===== src/rtl/led_pkg.sv =====
`default_nettype none
// +----------------------------------------------------------------------------+
// | led_pkg                                                                    |
// | Shared mode, direction and reset-pattern constants for the LED sequencer.  |
// | Revision: 1.0                                                              |
// +----------------------------------------------------------------------------+
package led_pkg;

  localparam logic [1:0] LED_ROT_L  = 2'd0;
  localparam logic [1:0] LED_ROT_R  = 2'd1;
  localparam logic [1:0] LED_BOUNCE = 2'd2;
  localparam logic [1:0] LED_BLINK  = 2'd3;

  localparam logic DIR_LEFT  = 1'b0;
  localparam logic DIR_RIGHT = 1'b1;

  // Wide enough for any practical LED bank; truncated to WIDTH at use
  localparam logic [63:0] LED_RST_PATTERN = 64'd1;

endpackage
`default_nettype wire


===== src/rtl/led_prescaler.sv =====
`default_nettype none
// +----------------------------------------------------------------------------+
// | led_prescaler                                                              |
// | Enable-gated cycle divider producing one expire pulse every max(period,1). |
// | Revision: 1.0                                                              |
// +----------------------------------------------------------------------------+
module led_prescaler #(
  parameter int DIV_W = 32
) (
  input  logic             clk,
  input  logic             rst_n,
  input  logic             en,
  input  logic [DIV_W-1:0] period,
  input  logic             clear,
  output logic             expire
);

  logic [DIV_W-1:0] r_cnt;
  logic [DIV_W-1:0] w_last_cnt;
  logic             w_at_last;

  // Using >= rather than == lets a stale count after a period decrease wrap at once
  assign w_last_cnt = (period == '0) ? '0 : period - DIV_W'(1);
  assign w_at_last  = (r_cnt >= w_last_cnt);
  assign expire     = en & w_at_last;

  always_ff @(posedge clk or negedge rst_n) begin
    if (!rst_n) begin
      r_cnt <= '0;
    end else if (clear) begin
      r_cnt <= '0;
    end else if (en) begin
      r_cnt <= w_at_last ? '0 : r_cnt + DIV_W'(1);
    end
  end

endmodule
`default_nettype wire


===== src/rtl/led_sequencer.sv =====
`default_nettype none
// +----------------------------------------------------------------------------+
// | led_sequencer                                                              |
// | LED pattern engine: rotate, bounce or blink on prescaler expiry or step.   |
// | Revision: 1.0                                                              |
// +----------------------------------------------------------------------------+
module led_sequencer
  import led_pkg::*;
#(
  parameter int WIDTH = 16,
  parameter int DIV_W = 32
) (
  input  logic             clk,
  input  logic             rst_n,
  input  logic             en,
  input  logic [1:0]       mode,
  input  logic [DIV_W-1:0] period,
  input  logic             step,
  input  logic             load_valid,
  input  logic [WIDTH-1:0] load_pattern,
  output logic [WIDTH-1:0] led,
  output logic             dir,
  output logic             tick
);

  logic [WIDTH-1:0] r_led;
  logic             r_dir;
  logic             r_tick;
  logic [WIDTH-1:0] w_led_nxt;
  logic             w_dir_nxt;
  logic             w_expire;
  logic             w_advance;

  led_prescaler #(
    .DIV_W (DIV_W)
  ) u_prescaler (
    .clk    (clk),
    .rst_n  (rst_n),
    .en     (en),
    .period (period),
    .clear  (step | load_valid),
    .expire (w_expire)
  );

  assign w_advance = w_expire | step;

  always_comb begin
    w_led_nxt = r_led;
    w_dir_nxt = r_dir;
    case (mode)
      LED_ROT_L: w_led_nxt = {r_led[WIDTH-2:0], r_led[WIDTH-1]};
      LED_ROT_R: w_led_nxt = {r_led[0], r_led[WIDTH-1:1]};
      LED_BOUNCE: begin
        // Reverse at the end bit instead of shifting it out
        if (r_dir == DIR_LEFT) begin
          if (r_led[WIDTH-1]) begin
            w_dir_nxt = DIR_RIGHT;
            w_led_nxt = r_led >> 1;
          end else begin
            w_led_nxt = r_led << 1;
          end
        end else begin
          if (r_led[0]) begin
            w_dir_nxt = DIR_LEFT;
            w_led_nxt = r_led << 1;
          end else begin
            w_led_nxt = r_led >> 1;
          end
        end
      end
      default: w_led_nxt = ~r_led;
    endcase
  end

  always_ff @(posedge clk or negedge rst_n) begin
    if (!rst_n) begin
      r_led  <= WIDTH'(LED_RST_PATTERN);
      r_dir  <= DIR_LEFT;
      r_tick <= 1'b0;
    end else if (load_valid) begin
      r_led  <= load_pattern;
      r_dir  <= DIR_LEFT;
      r_tick <= 1'b0;
    end else if (w_advance) begin
      r_led  <= w_led_nxt;
      r_dir  <= w_dir_nxt;
      r_tick <= 1'b1;
    end else begin
      r_tick <= 1'b0;
    end
  end

  assign led  = r_led;
  assign dir  = r_dir;
  assign tick = r_tick;

endmodule
`default_nettype wire


===== config.mk =====
export PLATFORM = sky130hd
export DESIGN_NAME = led_sequencer
export DESIGN_NICKNAME = d
export VERILOG_FILES = /design/src/rtl/led_pkg.sv /design/src/rtl/led_prescaler.sv /design/src/rtl/led_sequencer.sv
export SDC_FILE = /design/constraint.sdc
export NUM_CORES = 1
export LEC_CHECK = 0
export ABC_AREA = 0
export CAP_MARGIN = 20
export CORE_ASPECT_RATIO = 0.7
export CORE_MARGIN = 10
export CORE_UTILIZATION = 49
export DETAILED_ROUTE_END_ITERATION = 6
export PLACE_DENSITY = 0.76
export SYNTH_ARGS = -nofsm -noshare
export SYNTH_HDL_FRONTEND = slang
export SYNTH_SLANG_ARGS = --single-unit

===== constraint.sdc =====
create_clock -name clk -period 3.1 [get_ports clk]
set_input_delay 0.31 -clock clk [delete_from_list [all_inputs] [get_ports clk]]
set_output_delay 0.31 -clock clk [all_outputs]
set_load 0.005 [all_outputs]

==> flow_summary.json <==
{
  "filler_cell_count": 584,
  "most-common-layout-cells": "sky130_fd_sc_hd__buf_4, sky130_fd_sc_hd__nand2_1, sky130_fd_sc_hd__clkdlybuf4s50_1, sky130_fd_sc_hd__dfrtp_1, sky130_fd_sc_hd__nor2_1",
  "placedInstanceArea_sq_um": 5880,
  "start_kind": "primary input",
  "max_freq_mhz": 230,
  "die_height_um": 99.1,
  "synth_edf_count": 0,
  "synth_area_sq_um": 4380,
  "drtPass1Iterations": 6,
  "hold_ws_ns": 0.0562,
  "detail_route.wirelength_um": 14600,
  "tritoncts": "done",
  "synth_warnings": 0,
  "detail_route.iter0.violations": 560,
  "leakagePower_nw": 3.14,
  "n_antenna_cell": 0,
  "synthDistinctLibCells": 50,
  "grt_pass1_vias": 4666,
  "cts.sinks": 50,
  "core.rowCount": 28,
  "grt-busiest-layer": "met2",
  "final_hold_viol_count": 0,
  "h-tree-depth": 2,
  "gp_congestion": 0.891,
  "violations": "setup timing",
  "dp_slack_ns": -1.96,
  "required_ns": 3.28,
  "yosys_register_bits": 50,
  "finClkSkew_ns": 0.00622,
  "cts_inserted_buffers": 5,
  "wire_length_of_the_first_global_routing_pass_um": 23100,
  "timing.slew.headroom_pct": 45.1,
  "clock_input_transition_at_the_sequential_cells_of_the_worst_setup_and_hold_paths_ns": 0.07,
  "groute.usage.overall_pct": 20.7,
  "area.growth.synth_to_final_pct": 48.6,
  "antenna_violating_nets_post_route": 0,
  "synth_seq_area_share_pct": 28.6,
  "max_cap_violations": 0,
  "overflow": 0,
  "timing.hold.worst.class": "primary input to async pin",
  "remaining_drc_errors": 0,
  "largest_driver_fanout_on_the_critical_path": 8,
  "vias": 4922,
  "reg_area_sq_um": 1250,
  "rsz0062_at_grt": "yes",
  "yosys.area.top_type_share_pct": 28.0,
  "post_drt_via_cell_ratio": 5.98,
  "start_util_pct": 51.0,
  "finished_cell_area_sq_um": 6500,
  "synth_nets": 631,
  "synth_area_per_inst_sq_um": 8.09,
  "synth_top_area_cell": "sky130_fd_sc_hd__dfrtp_1",
  "postLayoutSetupSlackWorst_ns": -1.25,
  "setup_violations": 50,
  "placeableCoreArea_sq_um": 8580,
  "grt_util_met3_pct": 3.60,
  "wl_per_cell_um": 17.7,
  "final_common_cell": "sky130_fd_sc_hd__buf_4",
  "setup_total_negative_slack_ns": -59.21,
  "ys.flop_type": "sky130_fd_sc_hd__dfrtp_1",
  "global_route.usage.met1_pct": 28.0,
  "critical_path_end_type": "flip-flop",
  "critical_path_class": "primary input to flip-flop",
  "fp.dieW_um": 133,
  "pin_count": 73,
  "antenna_violations_before_repair": 0,
  "io_buffer_count": 72,
  "hold_buffers": 0,
  "clk-insertion-delay-late_ns": 0.30,
  "cellPowerDensity_nw_per_um2": 297,
  "timing_max_transition_violations_final": 0,
  "critical_path_arrival_ns": 4.53,
  "clock_path_buffers": 2,
  "synth_instances": 541,
  "synth-async-reset-ratio_pct": 100,
  "clockRootBuffer": "sky130_fd_sc_hd__clkbuf_16",
  "dp.final_hpwl_um": 10600,
  "max-vdd-ir-drop_v": 0.000235,
  "finalNetCount": 792,
  "timing.final.crit_share_pct": 140,
  "post-layout-total-power_w": 0.00193,
  "synth.area.top_cells": "sky130_fd_sc_hd__dfrtp_1, sky130_fd_sc_hd__ha_1, sky130_fd_sc_hd__nand2_1, sky130_fd_sc_hd__nor2_1, sky130_fd_sc_hd__a21oi_1",
  "grt.met2_usage_pct": 33.6,
  "period_needed_ns": 4.35,
  "combined_area_of_the_multi_input_logic_cells_sq_um": 3300,
  "die_area_sq_um": 13200,
  "transition_time_at_the_pin_with_the_least_slew_margin_ns": 0.820,
  "grt_start_max_net_pins": 36,
  "drive_above_1_share_pct": 23.9,
  "result_of_the_run": "complete, but fails checks"
}
-- cell usage after synthesis, types with 10 or more instances --
cell	count
sky130_fd_sc_hd__a21o_1	10
sky130_fd_sc_hd__a21oi_1	36
sky130_fd_sc_hd__a221oi_1	12
sky130_fd_sc_hd__a22o_1	20
sky130_fd_sc_hd__clkbuf_1	18
sky130_fd_sc_hd__dfrtp_1	49
sky130_fd_sc_hd__ha_1	35
sky130_fd_sc_hd__inv_1	21
sky130_fd_sc_hd__nand2_1	78
sky130_fd_sc_hd__nand3_1	17
sky130_fd_sc_hd__nand4_1	11
sky130_fd_sc_hd__nor2_1	49
sky130_fd_sc_hd__nor3_1	18
sky130_fd_sc_hd__nor4_1	10
sky130_fd_sc_hd__o21ai_0	25
sky130_fd_sc_hd__o21bai_1	12
sky130_fd_sc_hd__or4_1	10
sky130_fd_sc_hd__xnor2_1	10
sky130_fd_sc_hd__xor2_1	20
-- registers in the layout, summed over array words and instances (netlist names) --
register and count:
u_prescaler.r_cnt 32, led 16, dir 1, tick 1
-- final timing paths --
check | start | end | slack, ns | cells after the start
max | period[2] | led[14] | -1.25 | 20
min | rst_n | u_prescaler.r_cnt[7] | 0.06 | 1
max reg2reg | u_prescaler.r_cnt[14] | led[14] | 0.03 | 14
min reg2reg | u_prescaler.r_cnt[21] | u_prescaler.r_cnt[21] | 0.58 | 1
max in group asynchronous | rst_n | u_prescaler.r_cnt[1] | 2.29 | 2
min in group clk | u_prescaler.r_cnt[21] | u_prescaler.r_cnt[21] | 0.58 | 1
-- metal layers --
layer  up-vias  share of wire [%]
li1       2317                  -
met1      2345                 43
met2       225                 49
met3        35                7.3
met4         0                1.4
met5         -                  0
-- worst max-delay path, stage by stage --
cell	delay [ns]
sky130_fd_sc_hd__buf_6	0.09
sky130_fd_sc_hd__or4_4	0.53
sky130_fd_sc_hd__or4_4	0.44
sky130_fd_sc_hd__or4_4	0.44
sky130_fd_sc_hd__xnor2_2	0.14
sky130_fd_sc_hd__nand2_1	0.11
sky130_fd_sc_hd__ha_4	0.28
sky130_fd_sc_hd__nand4_1	0.11
sky130_fd_sc_hd__buf_4	0.16
sky130_fd_sc_hd__buf_4	0.13
sky130_fd_sc_hd__buf_4	0.12
sky130_fd_sc_hd__buf_4	0.13
sky130_fd_sc_hd__nor2_2	0.13
sky130_fd_sc_hd__a21oi_2	0.08
sky130_fd_sc_hd__buf_4	0.15
sky130_fd_sc_hd__a2111oi_4	0.44
sky130_fd_sc_hd__nor3_4	0.14
sky130_fd_sc_hd__nor2_4	0.16
sky130_fd_sc_hd__buf_12	0.15
sky130_fd_sc_hd__mux2_4	0.30
-- cell families (layout without fill, tap and decap cells) --
family,count (synthesis),count (layout),share of synthesized area [%]
flops,50,50,28.6
mux,17,17,4.32
simple gates,221,223,24.1
buf+inv,42,202,3.83
xor+xnor,30,30,6.01
compound gates,146,146,23.1
fa+ha+maj,35,35,10.0
-- stage by stage --
stage | instances | util (%)
after floorplan | 541 | -
after global placement | 800 | 68.4
after detailed placement | 801 | 68.5
after CTS | 817 | 72.8
after global routing | 823 | 75.8
final | 823 | 75.8
-- power breakdown --
group / leakage [nW] / internal (W) / switching (W)
Combinational: 2.41 / 0.000338 / 0.000254
Sequential: 0.658 / 0.000697 / 0.0000724
Clock: 0.0739 / 0.000321 / 0.000250
Total: 3.14 / 0.00136 / 0.000575
-- final cells by class --
type | instances | share of cell area [%]
multi-input cells | 451 | 50.7
inverters | 21 | 1.21
clock inverters | 1 | 0.0770
well taps | 120 | 2.31
flip-flops and latches | 50 | 19.3
clock buffers | 7 | 2.19
repair buffers | 173 | 24.2
-- what timing repair did --
action,4_1_cts,5_1_grt
gates resized for setup,48,40
gates cloned,3,0
pin swaps,19,33
setup buffers,5,6
setup endpoints to repair,50,50
(Power assumes the default switching activity.)
